## config.mk

```make
export PLATFORM = sky130hd
export DESIGN_NAME = axi4_lite_slv_reg_file_flat
export DESIGN_NICKNAME = d
export VERILOG_FILES = /design/src/rtl/axi4_lite_slv_reg_file_if.sv /design/src/rtl/axi4_lite_slv_reg_file.sv /design/src/flat_wrapper.sv
export SDC_FILE = /design/constraint.sdc
export NUM_CORES = 1
export LEC_CHECK = 0
export CORE_ASPECT_RATIO = 0.5
export CORE_MARGIN = 2
export CORE_UTILIZATION = 45
export CTS_CLUSTER_SIZE = 12
export DETAILED_ROUTE_END_ITERATION = 6
export GPL_TIMING_DRIVEN = 0
export PLACE_DENSITY_LB_ADDON = 0.2
export REMOVE_ABC_BUFFERS = 1
export SYNTH_ARGS = -nofsm -noshare
export SYNTH_HDL_FRONTEND = slang
export SYNTH_SLANG_ARGS = --single-unit
```

## constraint.sdc

```tcl
create_clock -name i_clk -period 2.1 [get_ports i_clk]
set_clock_uncertainty 0.05 [all_clocks]
set_input_delay 0.315 -clock i_clk [delete_from_list [all_inputs] [get_ports i_clk]]
set_output_delay 0.315 -clock i_clk [all_outputs]
set_load 0.05 [all_outputs]
```

## src/rtl/axi4_lite_slv_reg_file_if.sv

```systemverilog
// AXI4-Lite bus bundle shared between a master and the register-file slave.
interface axi4_lite_if #(
    parameter int unsigned ADDR_BIT_WIDTH = 32,
    parameter int unsigned DATA_BIT_WIDTH = 32
);
    logic                          awvalid;
    logic                          awready;
    logic [ADDR_BIT_WIDTH-1:0]     awaddr;
    logic [2:0]                    awprot;

    logic                          wvalid;
    logic                          wready;
    logic [DATA_BIT_WIDTH-1:0]     wdata;
    logic [DATA_BIT_WIDTH/8-1:0]   wstrb;

    logic                          bvalid;
    logic                          bready;
    logic [1:0]                    bresp;

    logic                          arvalid;
    logic                          arready;
    logic [ADDR_BIT_WIDTH-1:0]     araddr;
    logic [2:0]                    arprot;

    logic                          rvalid;
    logic                          rready;
    logic [DATA_BIT_WIDTH-1:0]     rdata;
    logic [1:0]                    rresp;

    modport mst_port (
        output awvalid, awaddr, awprot,
        input  awready,
        output wvalid, wdata, wstrb,
        input  wready,
        input  bvalid, bresp,
        output bready,
        output arvalid, araddr, arprot,
        input  arready,
        input  rvalid, rdata, rresp,
        output rready
    );

    modport slv_port (
        input  awvalid, awaddr, awprot,
        output awready,
        input  wvalid, wdata, wstrb,
        output wready,
        output bvalid, bresp,
        input  bready,
        input  arvalid, araddr, arprot,
        output arready,
        output rvalid, rdata, rresp,
        input  rready
    );
endinterface

```

## src/rtl/axi4_lite_slv_reg_file.sv

```systemverilog
// AXI4-Lite slave register file with byte strobes and flat register outputs.
// Define AXI4_LITE_SLV_DECERR_EN to answer out-of-range accesses with DECERR.
module axi4_lite_slv_reg_file #(
    parameter int unsigned ADDR_BIT_WIDTH = 32,
    parameter int unsigned DATA_BIT_WIDTH = 32,
    parameter int unsigned NUM_REGS       = 8
) (
    input  logic                                i_clk,
    input  logic                                i_arst_n,
    axi4_lite_if.slv_port                       if_s_axi,
    output logic [NUM_REGS*DATA_BIT_WIDTH-1:0]  o_regs,
    output logic [NUM_REGS-1:0]                 o_wr_stb
);
    localparam int unsigned StrbWidth = DATA_BIT_WIDTH / 8;
    localparam int unsigned AddrLsb   = $clog2(StrbWidth);
    localparam logic [1:0]  RespOkay  = 2'b00;
`ifdef AXI4_LITE_SLV_DECERR_EN
    localparam logic [1:0]  RespOor   = 2'b11;
`else
    localparam logic [1:0]  RespOor   = 2'b00;
`endif

    logic                       aw_full_q, aw_full_d;
    logic [ADDR_BIT_WIDTH-1:0]  aw_addr_q, aw_addr_d;
    logic                       w_full_q, w_full_d;
    logic [DATA_BIT_WIDTH-1:0]  w_data_q, w_data_d;
    logic [StrbWidth-1:0]       w_strb_q, w_strb_d;

    logic                       awready_q, awready_d;
    logic                       wready_q, wready_d;
    logic                       arready_q, arready_d;

    logic                       bvalid_q, bvalid_d;
    logic [1:0]                 bresp_q, bresp_d;
    logic                       rvalid_q, rvalid_d;
    logic [DATA_BIT_WIDTH-1:0]  rdata_q, rdata_d;
    logic [1:0]                 rresp_q, rresp_d;

    logic [DATA_BIT_WIDTH-1:0]  regs_q [NUM_REGS];
    logic [DATA_BIT_WIDTH-1:0]  regs_d [NUM_REGS];
    logic [NUM_REGS-1:0]        wr_stb_q, wr_stb_d;

    logic                       aw_hs, w_hs, ar_hs, b_hs, r_hs;
    logic                       commit;
    logic [ADDR_BIT_WIDTH-1:0]  cur_awaddr;
    logic [DATA_BIT_WIDTH-1:0]  cur_wdata;
    logic [StrbWidth-1:0]       cur_wstrb;
    logic [ADDR_BIT_WIDTH-1:0]  wr_word, rd_word;
    logic                       wr_in_range, rd_in_range;
    logic [DATA_BIT_WIDTH-1:0]  rd_data;
    logic                       unused_prot;

    assign unused_prot = ^{if_s_axi.awprot, if_s_axi.arprot};

    assign aw_hs = if_s_axi.awvalid & awready_q;
    assign w_hs  = if_s_axi.wvalid & wready_q;
    assign ar_hs = if_s_axi.arvalid & arready_q;
    assign b_hs  = bvalid_q & if_s_axi.bready;
    assign r_hs  = rvalid_q & if_s_axi.rready;

    // A beat arriving this cycle bypasses its empty buffer so AW+W commit with no extra cycle.
    assign cur_awaddr = aw_full_q ? aw_addr_q : if_s_axi.awaddr;
    assign cur_wdata  = w_full_q ? w_data_q : if_s_axi.wdata;
    assign cur_wstrb  = w_full_q ? w_strb_q : if_s_axi.wstrb;
    assign commit     = (aw_full_q | aw_hs) & (w_full_q | w_hs) & ~bvalid_q;

    assign wr_word     = cur_awaddr >> AddrLsb;
    assign wr_in_range = wr_word < ADDR_BIT_WIDTH'(NUM_REGS);
    assign rd_word     = if_s_axi.araddr >> AddrLsb;
    assign rd_in_range = rd_word < ADDR_BIT_WIDTH'(NUM_REGS);

    always_comb begin
        aw_full_d = aw_full_q;
        aw_addr_d = aw_addr_q;
        w_full_d  = w_full_q;
        w_data_d  = w_data_q;
        w_strb_d  = w_strb_q;
        if (aw_hs) begin
            aw_full_d = 1'b1;
            aw_addr_d = if_s_axi.awaddr;
        end
        if (w_hs) begin
            w_full_d = 1'b1;
            w_data_d = if_s_axi.wdata;
            w_strb_d = if_s_axi.wstrb;
        end
        if (commit) begin
            aw_full_d = 1'b0;
            w_full_d  = 1'b0;
        end
        awready_d = ~aw_full_d;
        wready_d  = ~w_full_d;
    end

    always_comb begin
        regs_d   = regs_q;
        wr_stb_d = '0;
        for (int unsigned k = 0; k < NUM_REGS; k++) begin
            if (commit && wr_in_range && (wr_word == ADDR_BIT_WIDTH'(k))) begin
                for (int unsigned b = 0; b < StrbWidth; b++) begin
                    if (cur_wstrb[b]) begin
                        regs_d[k][b*8 +: 8] = cur_wdata[b*8 +: 8];
                    end
                end
                wr_stb_d[k] = |cur_wstrb;
            end
        end
    end

    always_comb begin
        bvalid_d = bvalid_q;
        bresp_d  = bresp_q;
        if (b_hs) begin
            bvalid_d = 1'b0;
        end
        if (commit) begin
            bvalid_d = 1'b1;
            bresp_d  = wr_in_range ? RespOkay : RespOor;
        end
    end

    // Reads sample regs_q, so a same-cycle write to the same register is not yet visible.
    always_comb begin
        rd_data = '0;
        for (int unsigned k = 0; k < NUM_REGS; k++) begin
            if (rd_word == ADDR_BIT_WIDTH'(k)) begin
                rd_data = regs_q[k];
            end
        end
    end

    always_comb begin
        rvalid_d = rvalid_q;
        rdata_d  = rdata_q;
        rresp_d  = rresp_q;
        if (r_hs) begin
            rvalid_d = 1'b0;
        end
        if (ar_hs) begin
            rvalid_d = 1'b1;
            rdata_d  = rd_data;
            rresp_d  = rd_in_range ? RespOkay : RespOor;
        end
        arready_d = ~rvalid_d;
    end

    always_ff @(posedge i_clk or negedge i_arst_n) begin
        if (!i_arst_n) begin
            aw_full_q <= 1'b0;
            aw_addr_q <= '0;
            w_full_q  <= 1'b0;
            w_data_q  <= '0;
            w_strb_q  <= '0;
            awready_q <= 1'b0;
            wready_q  <= 1'b0;
            arready_q <= 1'b0;
            bvalid_q  <= 1'b0;
            bresp_q   <= 2'b00;
            rvalid_q  <= 1'b0;
            rdata_q   <= '0;
            rresp_q   <= 2'b00;
            wr_stb_q  <= '0;
            for (int unsigned k = 0; k < NUM_REGS; k++) begin
                regs_q[k] <= '0;
            end
        end else begin
            aw_full_q <= aw_full_d;
            aw_addr_q <= aw_addr_d;
            w_full_q  <= w_full_d;
            w_data_q  <= w_data_d;
            w_strb_q  <= w_strb_d;
            awready_q <= awready_d;
            wready_q  <= wready_d;
            arready_q <= arready_d;
            bvalid_q  <= bvalid_d;
            bresp_q   <= bresp_d;
            rvalid_q  <= rvalid_d;
            rdata_q   <= rdata_d;
            rresp_q   <= rresp_d;
            wr_stb_q  <= wr_stb_d;
            regs_q    <= regs_d;
        end
    end

    assign if_s_axi.awready = awready_q;
    assign if_s_axi.wready  = wready_q;
    assign if_s_axi.arready = arready_q;
    assign if_s_axi.bvalid  = bvalid_q;
    assign if_s_axi.bresp   = bresp_q;
    assign if_s_axi.rvalid  = rvalid_q;
    assign if_s_axi.rdata   = rdata_q;
    assign if_s_axi.rresp   = rresp_q;
    assign o_wr_stb         = wr_stb_q;

    always_comb begin
        o_regs = '0;
        for (int unsigned k = 0; k < NUM_REGS; k++) begin
            o_regs[k*DATA_BIT_WIDTH +: DATA_BIT_WIDTH] = regs_q[k];
        end
    end
endmodule

```

## src/flat_wrapper.sv

```systemverilog
// flat-port wrapper written by rule: the top's interface ports become plain ports
module axi4_lite_slv_reg_file_flat 
#(
    parameter int unsigned ADDR_BIT_WIDTH = 32,
    parameter int unsigned DATA_BIT_WIDTH = 32,
    parameter int unsigned NUM_REGS       = 8
)
  (i_clk, i_arst_n, o_regs, o_wr_stb, if_s_axi_awvalid, if_s_axi_awaddr, if_s_axi_awprot, if_s_axi_awready, if_s_axi_wvalid, if_s_axi_wdata, if_s_axi_wstrb, if_s_axi_wready, if_s_axi_bvalid, if_s_axi_bresp, if_s_axi_bready, if_s_axi_arvalid, if_s_axi_araddr, if_s_axi_arprot, if_s_axi_arready, if_s_axi_rvalid, if_s_axi_rdata, if_s_axi_rresp, if_s_axi_rready);
  axi4_lite_if #(.ADDR_BIT_WIDTH(ADDR_BIT_WIDTH), .DATA_BIT_WIDTH(DATA_BIT_WIDTH)) if_s_axi_i ();
  input  logic i_clk;
  input  logic i_arst_n;
  output logic [NUM_REGS*DATA_BIT_WIDTH-1:0] o_regs;
  output logic [NUM_REGS-1:0] o_wr_stb;
  input wire logic [$bits(if_s_axi_i.awvalid)-1:0] if_s_axi_awvalid;
  input wire logic [$bits(if_s_axi_i.awaddr)-1:0] if_s_axi_awaddr;
  input wire logic [$bits(if_s_axi_i.awprot)-1:0] if_s_axi_awprot;
  output wire logic [$bits(if_s_axi_i.awready)-1:0] if_s_axi_awready;
  input wire logic [$bits(if_s_axi_i.wvalid)-1:0] if_s_axi_wvalid;
  input wire logic [$bits(if_s_axi_i.wdata)-1:0] if_s_axi_wdata;
  input wire logic [$bits(if_s_axi_i.wstrb)-1:0] if_s_axi_wstrb;
  output wire logic [$bits(if_s_axi_i.wready)-1:0] if_s_axi_wready;
  output wire logic [$bits(if_s_axi_i.bvalid)-1:0] if_s_axi_bvalid;
  output wire logic [$bits(if_s_axi_i.bresp)-1:0] if_s_axi_bresp;
  input wire logic [$bits(if_s_axi_i.bready)-1:0] if_s_axi_bready;
  input wire logic [$bits(if_s_axi_i.arvalid)-1:0] if_s_axi_arvalid;
  input wire logic [$bits(if_s_axi_i.araddr)-1:0] if_s_axi_araddr;
  input wire logic [$bits(if_s_axi_i.arprot)-1:0] if_s_axi_arprot;
  output wire logic [$bits(if_s_axi_i.arready)-1:0] if_s_axi_arready;
  output wire logic [$bits(if_s_axi_i.rvalid)-1:0] if_s_axi_rvalid;
  output wire logic [$bits(if_s_axi_i.rdata)-1:0] if_s_axi_rdata;
  output wire logic [$bits(if_s_axi_i.rresp)-1:0] if_s_axi_rresp;
  input wire logic [$bits(if_s_axi_i.rready)-1:0] if_s_axi_rready;
  assign if_s_axi_i.awvalid = if_s_axi_awvalid;
  assign if_s_axi_i.awaddr = if_s_axi_awaddr;
  assign if_s_axi_i.awprot = if_s_axi_awprot;
  assign if_s_axi_awready = if_s_axi_i.awready;
  assign if_s_axi_i.wvalid = if_s_axi_wvalid;
  assign if_s_axi_i.wdata = if_s_axi_wdata;
  assign if_s_axi_i.wstrb = if_s_axi_wstrb;
  assign if_s_axi_wready = if_s_axi_i.wready;
  assign if_s_axi_bvalid = if_s_axi_i.bvalid;
  assign if_s_axi_bresp = if_s_axi_i.bresp;
  assign if_s_axi_i.bready = if_s_axi_bready;
  assign if_s_axi_i.arvalid = if_s_axi_arvalid;
  assign if_s_axi_i.araddr = if_s_axi_araddr;
  assign if_s_axi_i.arprot = if_s_axi_arprot;
  assign if_s_axi_arready = if_s_axi_i.arready;
  assign if_s_axi_rvalid = if_s_axi_i.rvalid;
  assign if_s_axi_rdata = if_s_axi_i.rdata;
  assign if_s_axi_rresp = if_s_axi_i.rresp;
  assign if_s_axi_i.rready = if_s_axi_rready;
  axi4_lite_slv_reg_file #(.ADDR_BIT_WIDTH(ADDR_BIT_WIDTH), .DATA_BIT_WIDTH(DATA_BIT_WIDTH), .NUM_REGS(NUM_REGS)) u_core (.i_clk(i_clk), .i_arst_n(i_arst_n), .if_s_axi(if_s_axi_i), .o_regs(o_regs), .o_wr_stb(o_wr_stb));
endmodule
```

==> reports/results.txt <==
Cell internal power was estimated by the tool at 13.3 mW. The worst vdd rail ir drop is 0.000475 V, and the number of I/O port buffers is 403. The smallest setup slack after layout is -251 ps. For the reported leakage power, the log shows 13.5 nW.

Dominant cell by count in the synthesized netlist: dfrtp_1. The area growth from synthesis to layout is 40.1%. The share of synthesized area in the top cell type comes to 55.0%. TritonCTS built the clock tree. The final RePlAce weighted congestion is 0.782. The critical path starts at u_core.aw_full_q$_DFF_PN0_. The fraction of power spent switching nets was 30.6%; the initial cell density of the core was 46.2%. The number of nets at the end of the flow is 1736.

In this run the horizontal extent of the chip is 277 um. After the first detailed-routing iteration, the DRC count stood at 654. The detailed-route DRC error count was 0.

The floorplan has 49 rows. Mean area per synthesized cell: 14.3 um^2. Startpoint-to-endpoint class of the critical path: flip-flop to flip-flop.

The tree built by TritonCTS fans out to 369 sinks. Synthesis inferred 369 register bits. The post-detailed-route wirelength per cell was 25.5 um; the net switching component of the power was 5.85 mW. Entering global routing, the biggest net connects 130 pins. The highest clock rate came out at 425 MHz. The compound-cell area share of the yosys netlist was 4.22%; the post-synthesis instance total was 1177.

At the later pin of the worst-skew pair, clock insertion delay measures 530 ps. The proportion of synthesized chip area in sequential cells is 55.0%. After Yosys synthesis, full adders, half adders and majority gates account for 0% of the synthesized area.

In this run, the clock network consumes 33.8% of the power. Of all nets on the critical path, the largest fanout is 8. The logs give 2 for the number of H-tree levels and 27.7% for the global-route usage over all layers. Data arrives at the worst endpoint at 2700 ps. For the number of search-and-repair iterations in the first detailed-routing pass, the log shows 5. Setup repair after global routing could not meet its margin everywhere.

The number of endpoints with negative hold slack in the final report came out at 0. The number of vias per cell after detailed routing is 5.71. Across all hold checks on the routed design, the worst slack comes to 136 ps. STA classifies the critical path endpoint as a flip-flop. Total via count in the routed design: 12100. Clock-pin slew was measured on the worst setup and hold paths at 60 ps. The core area was 36300 um^2; the ratio of final minimum period to clock period was 112%.

The most used routing layer is met2. The required arrival time at the worst endpoint was 2450 ps. The synthesized design spends more area on one cell type than any other, namely dfrtp_1.

For the final routed database, the setup TNS stands at -44750 ps. The number of synthesis warnings was 0; the final antenna-violating net count was 0. The power share of the combinational group came out at 22.9%. The startpoint identified for the worst register-to-register timing path is u_core.aw_full_q$_DFF_PN0_.

After Yosys synthesis, XOR and XNOR cells account for 0% of the synthesized area. The number of antenna violations at the first check in global routing was 2; the cell area after synthesis was 16800 um^2. For met1 alone, demand over resource in global routing was 35.4%. The run gives 418 as the I/O pin count. For this run, asynchronously set or reset flops after synthesis account for 100%. Number of pins exceeding their max-slew limit in the final report: 0. After synthesis, the cell types taking the most area are dfrtp_1 55%, mux2_2 25%, mux4_2 4.3%.

The floorplan step set the die height to 141 um. Actual transition at the worst max-transition pin: 1230 ps. The count of flip-flops with a built-in enable after synthesis was 0. Sorting the synthesized cells by how often they occur yields 369 x dfrtp_1, 368 x mux2_2, 69 x nand2_1, 61 x nor2_1. The flow ran to the end, but the final reports show violations.

The checks that failed: negative setup slack. The launching element type of the critical path is a flip-flop. For the via count of the first global-routing pass, the log shows 13200.

Setup violations remaining at the end of the flow were counted as 257. The floorplan step defined a die boundary enclosing 38900 um^2. Global routing used 48.7% of the available met2 tracks. The path class of the lowest-slack min-delay path was input port to async pin. The number of distinct library cell variants in the gate-level netlist after synthesis came out at 43. In the synthesized netlist the dominant register cell turns out to be dfrtp_1. The area fraction in and, or, nand and nor cells after synthesis was 8.28%. By area, the combinational part of the netlist is dominated by multiplexers. The tools report the final wirelength as 54300 um. Power per cell area: 814 nW/um^2. The final critical delay including setup and external delays was 2350 ps; the maximum buffer depth of the clock tree was 3. Of the cells placed in the final design, the portion with a size suffix greater than 1 is 35.7%. The logs give 0 for the leftover overflow at the end of global routing and 82200 um for the global-route wire length before repair. Per report_power, the sequential group accounts for 43.3% of the total.

Across the run, the number of max-cap violations was 0. The number of buffers added by the clock tree synthesis step came out at 38. The cell sitting at the root of the clock tree is a clkbuf_16. Headroom to the max-slew limit came out at 18.0%. The met3 track utilization from global routing is 4.67%.

The total half-perimeter wirelength after legalization and detailed placement came out at 36300 um. In the synthesized netlist, mux cells make up 30.6% of the area.
[critical path, cell delays in order, from the launching register on]
cell and delay, ps:
dfrtp_2 430, buf_12 150, nor4_4 300, nand3_2 150, a22oi_4 210, buf_6 180, buf_8 150, nand4_4 240
mux2_4 380
[flip-flops by register name (all words and copies together), names as in the netlist]
register and count:
u_core.aw_addr_q 30, u_core.aw_full_q 1, u_core.if_s_axi.arready 1, u_core.if_s_axi.awready 1
u_core.if_s_axi.bvalid 1, u_core.if_s_axi.rdata 32, u_core.if_s_axi.rvalid 1, u_core.if_s_axi.wready 1
u_core.o_regs 256, u_core.o_wr_stb 8, u_core.w_data_q 32, u_core.w_full_q 1
u_core.w_strb_q 4
[placed cells by master, fill, tap and decap left out, drive strengths merged, types with 2 or more instances in the layout]
cell,instances
and2,3
dfrtp,369
dlymetal6s2s,96
clkdlybuf4s50,127
diode,2
nand4,31
o31ai,32
mux4,32
nor4b,2
nor2,64
a22oi,2
nand2,70
nand2b,2
a21oi,9
dlygate4sd2,176
nor3,7
nor4,16
conb,4
mux2,384
clkbuf,54
o22ai,31
nand3,12
mux2i,9
inv,7
buf,58
o21ai,31
[layout make-up]
type | count | area, um^2
multi-input cells | 749 | 7550
fillers | 2746 | 12800
clock buffers | 53 | 1130
repair buffers | 459 | 4940
well taps | 484 | 606
flip-flops and latches | 369 | 9240
diodes | 2 | 5.00
inverters | 6 | 22.5
clock inverters | 2 | 13.8
[stage by stage]
step,utilization (%),setup slack (ps),power (mW),area [um^2],cells
floorplan,-,-1170,10.7,16500,1124
global placement,58.3,-14680,12.0,21100,2011
detailed placement,59.1,-1420,12.3,21500,2025
CTS,63.9,-234,19.1,23200,2120
global route,64.8,-332,20.0,23500,2124
finish,64.8,-251,19.1,23500,2124
[logic make-up after synthesis]
family                 after synthesis
DFF                                369
AOI/OAI and AO/OA                  108
buffers and inverters               62
and+or+nand+nor                    212
muxes                              425
other                                1
[routing by layer]
metal	part of all wire, %	up-vias
li1	-	5266
met1	42	6401
met2	51	354
met3	4.5	109
met4	2.7	0
met5	0	-
[power groups by stage]
stage / Combinational (mW) / Sequential [mW] / Clock [mW]
global route: 4.71 / 8.36 / 6.92
CTS: 4.27 / 8.24 / 6.60
floorplan: 2.28 / 8.45 / 0
finish: 4.39 / 8.29 / 6.47
global placement: 3.48 / 8.54 / 0
detailed placement: 3.80 / 8.46 / 0
[timing repair]
| action | 4_1_cts | 5_1_grt |
|---|---|---|
| gates resized for setup | 251 | 105 |
| setup endpoints to repair | 474 | 379 |
| setup buffers | 37 | 1 |
| endpoints found under the hold margin | 128 | 0 |
| hold buffers | 1 | 0 |
| gates cloned | 2 | 1 |
| pin swaps | 8 | 2 |
[final timing paths]
| kind | slack (ps) | cells after the start | endpoint |
|---|---|---|---|
| setup / recovery | -250 | 8 | u_core.o_regs[147]$_DFFE_PN0P_ |
| setup reg to reg | -250 | 8 | u_core.o_regs[147]$_DFFE_PN0P_ |
| hold / removal | 140 | 2 | u_core.o_regs[18]$_DFFE_PN0P_ |
| min in group i_clk | 290 | 2 | u_core.if_s_axi.bvalid$_DFFE_PN0P_ |
| max in group asynchronous | 490 | 4 | u_core.o_regs[231]$_DFFE_PN0P_ |
| hold reg to reg | 430 | 2 | u_core.if_s_axi.rdata[15]$_DFFE_PN0P_ |
Note: power is estimated with default switching activity, not from simulation.
